`src/rtl/fetch_unit_if.sv`:
```
// Instruction-memory request channel between the fetch stage and imem.
// One request may be outstanding; rvalid returns at least a cycle after gnt.
interface fetch_unit_if #(
    parameter int unsigned XLEN = 32
);
    logic            imem_req;
    logic [XLEN-1:0] imem_addr;
    logic            imem_gnt;
    logic            imem_rvalid;
    logic [XLEN-1:0] imem_rdata;

    modport master (
        output imem_req,
        output imem_addr,
        input  imem_gnt,
        input  imem_rvalid,
        input  imem_rdata
    );

    modport slave (
        input  imem_req,
        input  imem_addr,
        output imem_gnt,
        output imem_rvalid,
        output imem_rdata
    );
endinterface

```
`src/rtl/fetch_unit.sv`:
```
// RV32I fetch stage: PC register, imem request sequencing and the
// instruction buffer feeding the Fetch->Decode register.
module fetch_unit #(
    parameter int unsigned     XLEN     = 32,
    parameter logic [XLEN-1:0] RESET_PC = '0
) (
    input  logic            i_clk,
    input  logic            i_rstn,
    input  logic            i_StallF,
    input  logic            i_StallD,
    input  logic            i_PCSrcE,
    input  logic [XLEN-1:0] i_PCTargetE,
    fetch_unit_if.master    imem,
    output logic [XLEN-1:0] o_instrF,
    output logic [XLEN-1:0] o_PCF,
    output logic [XLEN-1:0] o_PCPlus4F,
    output logic            o_validF,
    output logic            o_FlushD_CLR
);

    typedef enum logic [2:0] {
        S_IDLE,
        S_REQ,
        S_WAIT,
        S_HOLD,
        S_KILL
    } state_e;

    state_e          state_q, state_d;
    logic [XLEN-1:0] pc_q, pc_d;
    logic [XLEN-1:0] buf_q, buf_d;
    logic [XLEN-1:0] target;
    logic [XLEN-1:0] pc_plus4;

    assign target   = i_PCTargetE & ~XLEN'(3);
    assign pc_plus4 = pc_q + XLEN'(4);

    always_ff @(posedge i_clk or negedge i_rstn) begin
        if (!i_rstn) begin
            state_q <= S_IDLE;
            pc_q    <= RESET_PC;
            buf_q   <= '0;
        end else begin
            state_q <= state_d;
            pc_q    <= pc_d;
            buf_q   <= buf_d;
        end
    end

    always_comb begin
        state_d = state_q;
        pc_d    = pc_q;
        buf_d   = buf_q;
        unique case (state_q)
            S_IDLE: state_d = S_REQ;
            S_REQ: begin
                if (i_PCSrcE) begin
                    pc_d = target;
                    if (imem.imem_gnt) state_d = S_KILL;
                end else if (imem.imem_gnt) begin
                    state_d = S_WAIT;
                end
            end
            S_WAIT: begin
                if (i_PCSrcE) begin
                    pc_d    = target;
                    state_d = imem.imem_rvalid ? S_REQ : S_KILL;
                end else if (imem.imem_rvalid) begin
                    buf_d   = imem.imem_rdata;
                    state_d = S_HOLD;
                end
            end
            S_HOLD: begin
                if (i_PCSrcE) begin
                    pc_d    = target;
                    state_d = S_REQ;
                end else if (!i_StallF) begin
                    pc_d    = pc_plus4;
                    state_d = S_REQ;
                end
            end
            S_KILL: begin
                // the stale response is consumed here and never buffered
                if (i_PCSrcE) pc_d = target;
                if (imem.imem_rvalid) state_d = S_REQ;
            end
            default: state_d = S_IDLE;
        endcase
    end

    assign imem.imem_req  = (state_q == S_REQ);
    assign imem.imem_addr = pc_q;

    assign o_instrF     = buf_q;
    assign o_PCF        = pc_q;
    assign o_PCPlus4F   = pc_plus4;
    assign o_validF     = (state_q == S_HOLD);
    assign o_FlushD_CLR = i_PCSrcE | (!o_validF & !i_StallD);

endmodule

```
`src/flat_wrapper.sv`:
```
// flat-port wrapper written by rule: the top's interface ports become plain ports
module fetch_unit_flat 
#(
    parameter int unsigned     XLEN     = 32,
    parameter logic [XLEN-1:0] RESET_PC = '0
)
  (i_clk, i_rstn, i_StallF, i_StallD, i_PCSrcE, i_PCTargetE, o_instrF, o_PCF, o_PCPlus4F, o_validF, o_FlushD_CLR, imem_imem_req, imem_imem_addr, imem_imem_gnt, imem_imem_rvalid, imem_imem_rdata);
  fetch_unit_if #(.XLEN(XLEN)) imem_i ();
  input  logic i_clk;
  input  logic i_rstn;
  input  logic i_StallF;
  input  logic i_StallD;
  input  logic i_PCSrcE;
  input  logic [XLEN-1:0] i_PCTargetE;
  output logic [XLEN-1:0] o_instrF;
  output logic [XLEN-1:0] o_PCF;
  output logic [XLEN-1:0] o_PCPlus4F;
  output logic o_validF;
  output logic o_FlushD_CLR;
  output wire logic [$bits(imem_i.imem_req)-1:0] imem_imem_req;
  output wire logic [$bits(imem_i.imem_addr)-1:0] imem_imem_addr;
  input wire logic [$bits(imem_i.imem_gnt)-1:0] imem_imem_gnt;
  input wire logic [$bits(imem_i.imem_rvalid)-1:0] imem_imem_rvalid;
  input wire logic [$bits(imem_i.imem_rdata)-1:0] imem_imem_rdata;
  assign imem_imem_req = imem_i.imem_req;
  assign imem_imem_addr = imem_i.imem_addr;
  assign imem_i.imem_gnt = imem_imem_gnt;
  assign imem_i.imem_rvalid = imem_imem_rvalid;
  assign imem_i.imem_rdata = imem_imem_rdata;
  fetch_unit #(.XLEN(XLEN), .RESET_PC(RESET_PC)) u_core (.i_clk(i_clk), .i_rstn(i_rstn), .i_StallF(i_StallF), .i_StallD(i_StallD), .i_PCSrcE(i_PCSrcE), .i_PCTargetE(i_PCTargetE), .imem(imem_i), .o_instrF(o_instrF), .o_PCF(o_PCF), .o_PCPlus4F(o_PCPlus4F), .o_validF(o_validF), .o_FlushD_CLR(o_FlushD_CLR));
endmodule
```
`config.mk`:
```
export PLATFORM = sky130hd
export DESIGN_NAME = fetch_unit_flat
export DESIGN_NICKNAME = d
export VERILOG_FILES = /design/src/rtl/fetch_unit_if.sv /design/src/rtl/fetch_unit.sv /design/src/flat_wrapper.sv
export SDC_FILE = /design/constraint.sdc
export NUM_CORES = 1
export LEC_CHECK = 0
export CAP_MARGIN = 10
export CORE_AREA = 2 2 103 105
export DETAILED_ROUTE_END_ITERATION = 10
export DIE_AREA = 0 0 105 107
export PLACE_DENSITY = 0.79
export SKIP_CTS_REPAIR_TIMING = 1
export SLEW_MARGIN = 20
export SYNTH_ARGS = -nofsm -noshare
export SYNTH_HDL_FRONTEND = slang
export SYNTH_SLANG_ARGS = --single-unit
```
`constraint.sdc`:
```
create_clock -name i_clk -period 4.4 [get_ports i_clk]
set_clock_uncertainty 0.05 [all_clocks]
set_input_delay 0.88 -clock i_clk [delete_from_list [all_inputs] [get_ports i_clk]]
set_output_delay 0.88 -clock i_clk [all_outputs]
set_load 0.005 [all_outputs]
```
==> flow_summary.yaml <==
sta:
  fin_crit_sh_pct: 90.0
  final_max_slew_viol_count: 0
  finalSetupViolCount: 0
  timing.final.hold_violations: 0
  tns_ns: 0
  timing.fmax_mhz: 253
  rsz0062_at_grt: "no"
  tightest_slew_ns: 0.936
  finalCriticalPeriod_ns: 3.96
  relSlewSlack_pct: 37.6
pwr:
  switching_share_pct: 36.7
  ir_worst_vdd_mv: 0.299
  power_frac_clock_pct: 14.3
  p_leak_uw: 0.00243
  p_sw_uw: 1460
  p_per_area_mw_per_mm2: 668
  internal_power_uw: 2520
  power_frac_seq_pct: 31.6
  power_uw: 3980
  combPwrFrac_pct: 54.1
global_route:
  antenna_found_initial: 0
  grt_max_degree: 46
  overflow: 0
  grt_pass1_wl_um: 19700
  grt_pass1_vias: 3730
  track_usage_pct: 21.9
yosys:
  synth_area_sq_mm: 0.00399
  synth.top_cell.area_share_pct: 40.8
  synth_async_sr_flop_share_pct: 100
  syn_area_per_cell_sq_um: 9.41
  synth_top_area_cell: "dfrtp_1"
  synth_edf_count: 0
  ys_seq_area_share_pct: 40.8
  ys_warn_count: 0
  synth_cell_types: 60
  netlist_top_cells_area: "dfrtp_1 41%, mux2_2 9.0%, buf_4 7.3%, xnor2_1 4.2%, a21oi_1 3.0%"
  yosys.cell_count.top_type: "dfrtp_1"
  postSynthCellCount: 424
  ys.flop_type: "dfrtp_1"
  ys_ff_latch: 65
  ys_top_cells_by_count: "65 x dfrtp_1, 39 x buf_4, 32 x mux2_2, 32 x nand2_1, 26 x nor2_1"
cells_and_area:
  diodes: 0
  area_delta_synth_final_pct: 49.4
  drive_gt1_share_pct: 11.8
  num-fill-cells: 897
  final_nets: 643
detailed_routing:
  wl_per_cell_um: 17.2
  vias: 3765
  vias_per_cell: 5.29
  ant_nets: 0
  wl_um: 12300
  wl_met3_um: 798
  detail_route.iter0.violations: 139
  route.detailed.drc: 0
  drt_first_pass_iters: 4
  highest_layer: "met4"
  wl_met1_um: 5240
  routed-wl-met2_um: 6060
floorplanning:
  rows: 37
  die_h_um: 107
  boundaryPins: 202
  die_w_um: 105
  die_area_sq_mm: 0.0112
  initial_core_util_pct: 39.5
  core_area_sq_mm: 0.0101
hold_path:
  hp-class: "reg2reg"
clocking:
  clk_latency_ns: 0.34
  root_buffer: "clkbuf_8"
  tritoncts: "built"
  numCtsBuffers: 9
  clk_pin_slew_ns: 0.08
  clock-sinks: 65
  cts_max_path_buffers: 2
  htreeDepth: 3
job:
  drv_cap: 0
worst_setup_path:
  crit_path_max_fanout: 7
  cp-end-kind: "output port"
  start_kind: "flop"
  crit_arrival_ns: 3.03
  worstPathRequired_ns: 3.47
  crit_type: "reg2out"
place:
  gp_congestion: 0.795
  post-dp-hpwl_um: 9080
  buffer_ports.inserted: 193
status:
  outcome: "complete, no violations"
[metal layers]
layer | up-vias | global-route usage, %
met4 | 0 | 6.86
li1 | 1759 | -
met5 | - | 0
met3 | 14 | 4.86
met1 | 1831 | 27.3
met2 | 161 | 37.8
[cells by family after synthesis]
kind of cell               after synthesis  share of synthesized area (%)
buffers and inverters                   79                           11.6
adders and majority gates                1                          0.313
other                                    1                         0.0940
DFF                                     65                           40.8
xor gates and xnor gates                29                           6.36
muxes                                   33                           9.31
and+or+nand+nor                        132                           17.7
AOI/OAI and AO/OA                       84                           13.9
[placed cells by master (no fill, tap or decap), types with 10 or more instances in the layout]
| cell type | netlist | routed |
|---|---|---|
| nand4_1 | 11 | 11 |
| nor2_1 | 26 | 26 |
| inv_1 | 10 | 10 |
| nand2_1 | 32 | 32 |
| nand3_1 | 13 | 13 |
| mux2_2 | 32 | 32 |
| xnor2_1 | 19 | 19 |
| nor3_1 | 13 | 13 |
| xor2_1 | 10 | 10 |
| clkdlybuf4s50_1 | 0 | 192 |
| dfrtp_1 | 65 | 65 |
| a21oi_1 | 24 | 24 |
| o21ai_0 | 22 | 22 |
[flip-flops by register name, indices dropped and copies added (netlist names)]
name and count:
u_core.imem.imem_addr 30, u_core.o_instrF 32, u_core.state_q 3
[metrics by stage]
step / area [sq um] / instances / setup WS [ns] / util (%) / hold slack, ns
2_1_floorplan: 4010 / 429 / 1.61 / - / 0.439
3_3_place_gp: 5740 / 696 / 0.830 / 56.9 / 0.424
3_5_place_dp: 5740 / 696 / 0.827 / 56.9 / 0.438
4_1_cts: 5960 / 712 / 0.415 / 59.1 / 0.454
5_1_grt: 5960 / 712 / 0.206 / 59.1 / 0.475
6_report: 5960 / 712 / 0.442 / 59.1 / 0.446
[critical path: stages, from the launching register on]
cell and delay (ns):
dfrtp_1 0.47, ha_1 0.29, and3_1 0.29, nand4_1 0.27, or4_1 0.66, xnor2_1 0.17
clkdlybuf4s50_1 0.52
[power by group through the flow]
stage / Clock (uW) / Combinational [uW] / Sequential [uW]
floorplan: 0 / 1110 / 1130
global placement: 0 / 2130 / 1230
detailed placement: 0 / 2170 / 1260
CTS: 579 / 2180 / 1250
global route: 610 / 2330 / 1310
finish: 569 / 2160 / 1260
[layout make-up]
cell class | instances | area, sq um | area share, %
sequential | 65 | 1630 | 27.3
tap | 136 | 170 | 2.85
timing repair buffer | 200 | 1980 | 33.2
clock inverter | 7 | 95.1 | 1.59
multi-input combinational | 285 | 1930 | 32.4
clock buffer | 9 | 124 | 2.08
inverter | 10 | 37.5 | 0.630
[path summary, 6_finish.rpt]
check	from	cells past startpoint	slack (ns)	end
min reg2reg	u_core.o_instrF[31]	1	0.45	u_core.o_instrF[31]
min in group asynchronous	i_rstn	1	0.63	u_core.o_instrF[8]
max	u_core.imem.imem_addr[3]	6	0.44	o_PCPlus4F[28]
min	u_core.o_instrF[31]	1	0.45	u_core.o_instrF[31]
max in group asynchronous	i_rstn	2	2.79	u_core.o_instrF[31]
max reg2reg	u_core.imem.imem_addr[3]	6	1.90	u_core.imem.imem_addr[30]
Power figures use the tool's default switching activity.
